===== src/rtl/dut_emu_pkg.sv =====
// Shared types and default sizing for the config-chain emulator.
// FSM encoding plus the parameter defaults used by the top level and the bench.
package dut_emu_pkg;

    typedef enum logic [1:0] {
        RST_HELD = 2'd0,
        IDLE     = 2'd1,
        SHIFTING = 2'd2,
        LOADED   = 2'd3
    } emu_state_t;

    localparam int unsigned CHAIN_LEN_DEF   = 64;
    localparam int unsigned SYNC_STAGES_DEF = 2;
    localparam int unsigned CNT_W_DEF       = 16;

endpackage


===== src/rtl/dut_cfg_chain_emu_if.sv =====
// FW-facing config-chain bus: serial clock/data, load strobe, chain reset, bank select, return data.
// The master modport is the FW side; the slave modport is the emulator side.
interface dut_cfg_chain_emu_if;

    logic fw_config_clk;
    logic fw_config_in;
    logic fw_config_load;
    logic fw_reset_not;
    logic fw_super_pixel_sel;
    logic fw_config_out;

    modport master (
        output fw_config_clk,
        output fw_config_in,
        output fw_config_load,
        output fw_reset_not,
        output fw_super_pixel_sel,
        input  fw_config_out
    );

    modport slave (
        input  fw_config_clk,
        input  fw_config_in,
        input  fw_config_load,
        input  fw_reset_not,
        input  fw_super_pixel_sel,
        output fw_config_out
    );

endinterface


===== src/rtl/dut_cfg_chain_emu_sync_edge_det.sv =====
// Multi-flop synchroniser for one asynchronous FW input with rise/fall pulse detection.
// Reset parks every flop at IDLE_VAL so no spurious edge appears when reset releases.
module sync_edge_det #(
    parameter int unsigned SYNC_STAGES = 2,
    parameter logic        IDLE_VAL    = 1'b0
) (
    input  logic clk,
    input  logic rst,
    input  logic din,
    output logic level,
    output logic rise,
    output logic fall
);

    logic [SYNC_STAGES-1:0] sync_q;
    logic                   prev;

    always_ff @(posedge clk or posedge rst) begin
        if (rst) begin
            sync_q <= {SYNC_STAGES{IDLE_VAL}};
            prev   <= IDLE_VAL;
        end else begin
            sync_q <= {sync_q[SYNC_STAGES-2:0], din};
            prev   <= sync_q[SYNC_STAGES-1];
        end
    end

    assign level = sync_q[SYNC_STAGES-1];
    assign rise  = level & ~prev;
    assign fall  = ~level & prev;

endmodule


===== src/rtl/dut_cfg_chain_emu.sv =====
// Emulates the ASIC configuration shift register: serial shift-in, MSB return, and
// capture into one of two shadow banks on a load strobe, all oversampled in the fw_clk domain.
module dut_cfg_chain_emu
    import dut_emu_pkg::*;
#(
    parameter int unsigned CHAIN_LEN   = CHAIN_LEN_DEF,
    parameter int unsigned SYNC_STAGES = SYNC_STAGES_DEF,
    parameter int unsigned CNT_W       = CNT_W_DEF
) (
    input  logic                 fw_clk,
    input  logic                 fw_rst,
    dut_cfg_chain_emu_if.slave   fw,
    output logic [CHAIN_LEN-1:0] cfg_bank0,
    output logic [CHAIN_LEN-1:0] cfg_bank1,
    output logic [CNT_W-1:0]     shift_count,
    output logic [CNT_W-1:0]     load_count,
    output logic                 chain_overrun,
    output logic [1:0]           emu_state
);

    localparam logic [CNT_W:0] OVR_AT = (CNT_W+1)'(CHAIN_LEN + 1);

    logic cclk_lvl, clk_rise, cclk_fall;
    logic in_lvl, in_rise, in_fall;
    logic load_lvl, load_rise, load_fall;
    logic rstn_lvl, rstn_rise, rstn_fall;
    logic sel_lvl, sel_rise, sel_fall;

    sync_edge_det #(.SYNC_STAGES(SYNC_STAGES), .IDLE_VAL(1'b0)) u_sync_clk (
        .clk(fw_clk), .rst(fw_rst), .din(fw.fw_config_clk),
        .level(cclk_lvl), .rise(clk_rise), .fall(cclk_fall)
    );

    sync_edge_det #(.SYNC_STAGES(SYNC_STAGES), .IDLE_VAL(1'b0)) u_sync_in (
        .clk(fw_clk), .rst(fw_rst), .din(fw.fw_config_in),
        .level(in_lvl), .rise(in_rise), .fall(in_fall)
    );

    sync_edge_det #(.SYNC_STAGES(SYNC_STAGES), .IDLE_VAL(1'b1)) u_sync_load (
        .clk(fw_clk), .rst(fw_rst), .din(fw.fw_config_load),
        .level(load_lvl), .rise(load_rise), .fall(load_fall)
    );

    sync_edge_det #(.SYNC_STAGES(SYNC_STAGES), .IDLE_VAL(1'b1)) u_sync_rstn (
        .clk(fw_clk), .rst(fw_rst), .din(fw.fw_reset_not),
        .level(rstn_lvl), .rise(rstn_rise), .fall(rstn_fall)
    );

    sync_edge_det #(.SYNC_STAGES(SYNC_STAGES), .IDLE_VAL(1'b0)) u_sync_sel (
        .clk(fw_clk), .rst(fw_rst), .din(fw.fw_super_pixel_sel),
        .level(sel_lvl), .rise(sel_rise), .fall(sel_fall)
    );

    logic unused_sync;
    assign unused_sync = ^{cclk_lvl, cclk_fall, in_rise, in_fall, load_lvl, load_rise,
                           rstn_rise, rstn_fall, sel_rise, sel_fall};

    emu_state_t             state, state_nxt;
    logic [CHAIN_LEN-1:0]   chain, chain_nxt;
    logic [CHAIN_LEN-1:0]   bank0_nxt, bank1_nxt;
    logic [CNT_W-1:0]       shift_nxt, load_nxt, shift_inc;
    logic                   ovr_nxt;

    always_ff @(posedge fw_clk or posedge fw_rst) begin
        if (fw_rst) begin
            state <= RST_HELD;
        end else begin
            state <= state_nxt;
        end
    end

    // A same-cycle load and shift: the bank captures the pre-shift chain, then the
    // shift is counted as the first bit after that load.
    always_comb begin
        state_nxt = state;
        chain_nxt = chain;
        bank0_nxt = cfg_bank0;
        bank1_nxt = cfg_bank1;
        shift_nxt = shift_count;
        load_nxt  = load_count;
        ovr_nxt   = chain_overrun;
        shift_inc = (shift_count == '1) ? shift_count : shift_count + CNT_W'(1);

        if (!rstn_lvl) begin
            state_nxt = RST_HELD;
            chain_nxt = '0;
            shift_nxt = '0;
            ovr_nxt   = 1'b0;
        end else if (state == RST_HELD) begin
            state_nxt = IDLE;
        end else begin
            if (load_fall) begin
                if (sel_lvl) begin
                    bank1_nxt = chain;
                end else begin
                    bank0_nxt = chain;
                end
                load_nxt  = load_count + CNT_W'(1);
                shift_nxt = '0;
                ovr_nxt   = 1'b0;
                shift_inc = CNT_W'(1);
                state_nxt = LOADED;
            end
            if (clk_rise) begin
                chain_nxt = {chain[CHAIN_LEN-2:0], in_lvl};
                shift_nxt = shift_inc;
                ovr_nxt   = ovr_nxt | ({1'b0, shift_inc} == OVR_AT);
                state_nxt = SHIFTING;
            end
        end
    end

    always_ff @(posedge fw_clk or posedge fw_rst) begin
        if (fw_rst) begin
            chain         <= '0;
            cfg_bank0     <= '0;
            cfg_bank1     <= '0;
            shift_count   <= '0;
            load_count    <= '0;
            chain_overrun <= 1'b0;
        end else begin
            chain         <= chain_nxt;
            cfg_bank0     <= bank0_nxt;
            cfg_bank1     <= bank1_nxt;
            shift_count   <= shift_nxt;
            load_count    <= load_nxt;
            chain_overrun <= ovr_nxt;
        end
    end

    assign fw.fw_config_out = chain[CHAIN_LEN-1];
    assign emu_state        = state;

endmodule


===== src/flat_wrapper.sv =====
// flat-port wrapper written by rule: the top's interface ports become plain ports
module dut_cfg_chain_emu_flat import dut_emu_pkg::*;
#(
    parameter int unsigned CHAIN_LEN   = CHAIN_LEN_DEF,
    parameter int unsigned SYNC_STAGES = SYNC_STAGES_DEF,
    parameter int unsigned CNT_W       = CNT_W_DEF
)
  (fw_clk, fw_rst, cfg_bank0, cfg_bank1, shift_count, load_count, chain_overrun, emu_state, fw_fw_config_clk, fw_fw_config_in, fw_fw_config_load, fw_fw_reset_not, fw_fw_super_pixel_sel, fw_fw_config_out);
  dut_cfg_chain_emu_if fw_i ();
  input  logic fw_clk;
  input  logic fw_rst;
  output logic [CHAIN_LEN-1:0] cfg_bank0;
  output logic [CHAIN_LEN-1:0] cfg_bank1;
  output logic [CNT_W-1:0] shift_count;
  output logic [CNT_W-1:0] load_count;
  output logic chain_overrun;
  output logic [1:0] emu_state;
  input wire logic [$bits(fw_i.fw_config_clk)-1:0] fw_fw_config_clk;
  input wire logic [$bits(fw_i.fw_config_in)-1:0] fw_fw_config_in;
  input wire logic [$bits(fw_i.fw_config_load)-1:0] fw_fw_config_load;
  input wire logic [$bits(fw_i.fw_reset_not)-1:0] fw_fw_reset_not;
  input wire logic [$bits(fw_i.fw_super_pixel_sel)-1:0] fw_fw_super_pixel_sel;
  output wire logic [$bits(fw_i.fw_config_out)-1:0] fw_fw_config_out;
  assign fw_i.fw_config_clk = fw_fw_config_clk;
  assign fw_i.fw_config_in = fw_fw_config_in;
  assign fw_i.fw_config_load = fw_fw_config_load;
  assign fw_i.fw_reset_not = fw_fw_reset_not;
  assign fw_i.fw_super_pixel_sel = fw_fw_super_pixel_sel;
  assign fw_fw_config_out = fw_i.fw_config_out;
  dut_cfg_chain_emu #(.CHAIN_LEN(CHAIN_LEN), .SYNC_STAGES(SYNC_STAGES), .CNT_W(CNT_W)) u_core (.fw_clk(fw_clk), .fw_rst(fw_rst), .fw(fw_i), .cfg_bank0(cfg_bank0), .cfg_bank1(cfg_bank1), .shift_count(shift_count), .load_count(load_count), .chain_overrun(chain_overrun), .emu_state(emu_state));
endmodule

===== config.mk =====
export PLATFORM = sky130hd
export DESIGN_NAME = dut_cfg_chain_emu_flat
export DESIGN_NICKNAME = d
export VERILOG_FILES = /design/src/rtl/dut_emu_pkg.sv /design/src/rtl/dut_cfg_chain_emu_if.sv /design/src/rtl/dut_cfg_chain_emu_sync_edge_det.sv /design/src/rtl/dut_cfg_chain_emu.sv /design/src/flat_wrapper.sv
export SDC_FILE = /design/constraint.sdc
export NUM_CORES = 1
export LEC_CHECK = 0
export ABC_CLOCK_PERIOD_IN_PS = 7600
export CAP_MARGIN = 40
export CORE_MARGIN = 4
export CORE_UTILIZATION = 30
export DETAILED_ROUTE_END_ITERATION = 8
export GPL_TIMING_DRIVEN = 0
export SETUP_SLACK_MARGIN = 0.05
export SYNTH_ARGS = -nofsm -noshare
export SYNTH_HDL_FRONTEND = slang
export SYNTH_SLANG_ARGS = --single-unit

===== constraint.sdc =====
create_clock -name fw_clk -period 7.6 [get_ports fw_clk]
set_input_delay 1.52 -clock fw_clk [delete_from_list [all_inputs] [get_ports fw_clk]]
set_output_delay 1.52 -clock fw_clk [all_outputs]
set_load 0.01 [all_outputs]

==> out/qor.csv <==
metric,value,unit
grt ovf,0,
RSZ-0062 raised after global routing,false,
max_slew headroom,0.445,
all-layer global routing usage,0.134,
worst r2r src,u_core.shift_count[0],
share of cells above drive strength 1,0.243,
Port Buffers,170,
row cnt,64,
total vias in the final route,6020,
fin. max-slew vios,0,
min-delay worst type,reg2reg,
initial antenna violation count,0,
CP peak stage delay,0.61,ns
Final Util,0.413,
Post-CTS Setup Bufs,0,
TritonCTS clock tree,yes,
Die Area,33700,um2
DRC violations left,0,
WP buf/inv,1,
power consumption,0.00286,W
Sink Count,239,
Clock Latency Late Sink,0.53,ns
clk root buf,clkbuf_16,
largest net degree at the start of global routing,39,
Final ANT Viol Nets,0,
wire per inst,17.8,um
Comb pwr share,0.043,
Pint,0.00225,W
CP endpoint kind,output pin,
Max-cap violations,0,
Die Wd,184,um
data required time of the worst path,6.08,ns
slowest CP cell,clkdlybuf4s50_1,
Layout area overhead,35.9,%
first-pass GRT wire length,36700,um
clock tree buffer depth,3,
setup TNS,0,ns
crit start category,register,
vias per cell,4.75,
Hold Fails Final Rpt,0,
path depth of the worst reg2reg path,8,
Routed WL,22500,um
worst reg2reg endpoint,u_core.chain_overrun,
CP Cell Sequence,clkdlybuf4s50_1,
Crit Path Category,reg2out,
fraction of registers with async set/reset,1.00,
sequential-to-total area share from yosys stat,0.647,
Worst Skew,0.0112,ns
status,"complete, no violations",
chip height,184,um
RD Place Congestion,0.820,
number of synthesized flops with an enable pin,0,
CTS Buf Count,27,
syn nets,654,
clock slew at reported path FFs,0.06,ns
min cycle time layout,3.19,ns
I/O pin cnt,171,
Crit path max-delay family,buffers and inverters,
vias in the first global route,6330,
Synth Register Bits,239,
DRT iter0 DRCs,305,
Leak,5.82,nW
Sw Share,0.215,
Synth Cell Area,9260,um2
crit-path max FO,8,
fin cells,1267,
Syn. warnings,0,
cts repair resizes,0,
Max Freq,0.313,GHz
Clock Power Share,0.501,
CORE AREA,30500,um2
Hold Path Stages,0,
router iterations before antenna repair,4,
Synth Instances,645,
H-tree depth,1,
critical path data arrival time,1.67,ns
worst reg-to-reg setup slack,5.01,ns
Psw,0.000617,W
hold path startpoint,u_core.u_sync_sel.sync_q[0],
fin crit share,0.420,
Final setup viols,0,
Initial Util,0.304,
Sequential Power Share,0.456,
Slew @ Worst Pin,0.832,ns
post-placement cell count,1218,
Cell variety after synth,44,
PD cells,227,nW/um2
hpwl dp,15400,um
"Avg Cell Area, Syn",14.4,um2
hold buffers post-CTS,0,
NumNets Final,860,
Hold Path Sink,u_core.u_sync_sel.sync_q[1],
Peak VDD IR,0.144,mV
dominant synthesized flop cell,dfrtp_1,
final hold slack,0.342,ns
[registers in the layout (all words and copies together) (netlist names)]
| signal | cells |
|---|---|
| u_core.load_count | 16 |
| u_core.u_sync_clk.sync_q | 2 |
| u_core.cfg_bank1 | 64 |
| u_core.u_sync_rstn.sync_q | 2 |
| u_core.shift_count | 16 |
| u_core.u_sync_load.prev | 1 |
| u_core.u_sync_clk.prev | 1 |
| u_core.chain_overrun | 1 |
| u_core.chain | 64 |
| u_core.u_sync_in.sync_q | 2 |
| u_core.emu_state | 2 |
| u_core.u_sync_sel.sync_q | 2 |
| u_core.u_sync_load.sync_q | 2 |
| u_core.cfg_bank0 | 64 |
[through the flow]
stage | setup WS, ns | area (um2)
global route | 4.34 | 12600
finish | 4.41 | 12600
floorplan | 2.95 | 9260
CTS | 4.37 | 12600
detailed placement | 4.55 | 11600
global placement | 1.00 | 11500
[logic make-up after synthesis]
| logic type | Yosys count | synth area share |
|---|---|---|
| AO/OA/AOI/OAI | 116 | 0.0959 |
| XOR/XNOR | 20 | 0.0189 |
| adder cells (fa/ha/maj) | 2 | 0.00270 |
| buffers and inverters | 37 | 0.0186 |
| flip-flops | 239 | 0.647 |
| multiplexers | 131 | 0.159 |
| AND/OR/NAND/NOR | 100 | 0.0582 |
[worst max-delay path by stage]
stage,slack (ns),cells after the start,to,start
after floorplan,2.95,1,u_core.cfg_bank0[0],fw_rst
after global placement,1.00,2,u_core.cfg_bank0[20],fw_rst
after global routing,4.34,1,shift_count[6],u_core.shift_count[6]
after CTS,4.37,1,shift_count[5],u_core.shift_count[5]
after detailed placement,4.55,5,u_core.cfg_bank0[20],fw_rst
final,4.41,1,shift_count[5],u_core.shift_count[5]
[layout by cell type, fill, tap and decap left out, types with 5 or more instances in the layout]
master / n
dfrtp_1: 234
clkdlybuf4s50_1: 170
mux2_2: 129
a22o_1: 67
clkbuf_16: 27
nand2_1: 26
nor2_1: 23
o21ai_0: 20
clkbuf_1: 18
buf_2: 13
a21oi_1: 13
xnor2_1: 13
nand3_1: 9
nand4_1: 8
clkbuf_8: 7
xor2_1: 7
buf_12: 7
and3_1: 6
nor3_1: 6
bufinv_16: 6
dfstp_2: 5
[area by class of cell]
| cell class | instances | area (um2) |
|---|---|---|
| fillers | 2840 | 17900 |
| flip-flops and latches | 239 | 5990 |
| multi-input cells | 369 | 3100 |
| repair buffers | 177 | 1840 |
| clock buffers | 36 | 769 |
| well taps | 396 | 495 |
| clock inverters | 12 | 215 |
| plain buffers | 32 | 154 |
| inverters | 5 | 22.5 |
| diodes | 1 | 2.50 |
[metal layers]
layer / GRT usage / part of all wire / vias up
met5: 0 / 0 / -
met2: 0.205 / 0.45 / 176
met1: 0.187 / 0.45 / 3051
li1: - / - / 2764
met4: 0.0263 / 0.015 / 0
met3: 0.0475 / 0.088 / 29
[synthesized netlist by cell type (2+ instances only)]
master	count	share of area
a21oi_1	13	0.0070
a22o_1	67	0.063
and3_1	6	0.0041
buf_2	13	0.0070
buf_4	2	0.0016
clkbuf_1	15	0.0061
dfrtp_1	234	0.63
dfstp_2	5	0.014
ha_1	2	0.0027
inv_1	5	0.0020
mux2_2	129	0.16
mux2i_1	2	0.0022
nand2_1	26	0.011
nand2b_1	4	0.0027
nand3_1	9	0.0049
nand4_1	8	0.0054
nand4_4	2	0.0046
nor2_1	23	0.0093
nor2b_1	3	0.0020
nor3_1	6	0.0032
nor3b_1	2	0.0016
nor4_1	4	0.0027
o211ai_1	3	0.0024
o21a_1	4	0.0032
o21ai_0	20	0.011
or2_2	2	0.0014
xnor2_1	13	0.012
xor2_1	7	0.0066
[power groups by stage]
stage | Clock, W | Sequential [W] | Combinational [W]
6_report | 0.00144 | 0.00131 | 0.000122
3_3_place_gp | 0 | 0.00133 | 0.000115
5_1_grt | 0.00155 | 0.00131 | 0.000136
4_1_cts | 0.00148 | 0.00131 | 0.000127
2_1_floorplan | 0 | 0.00133 | 0.0000617
3_5_place_dp | 0 | 0.00133 | 0.000127
Power figures use the tool's default switching activity.
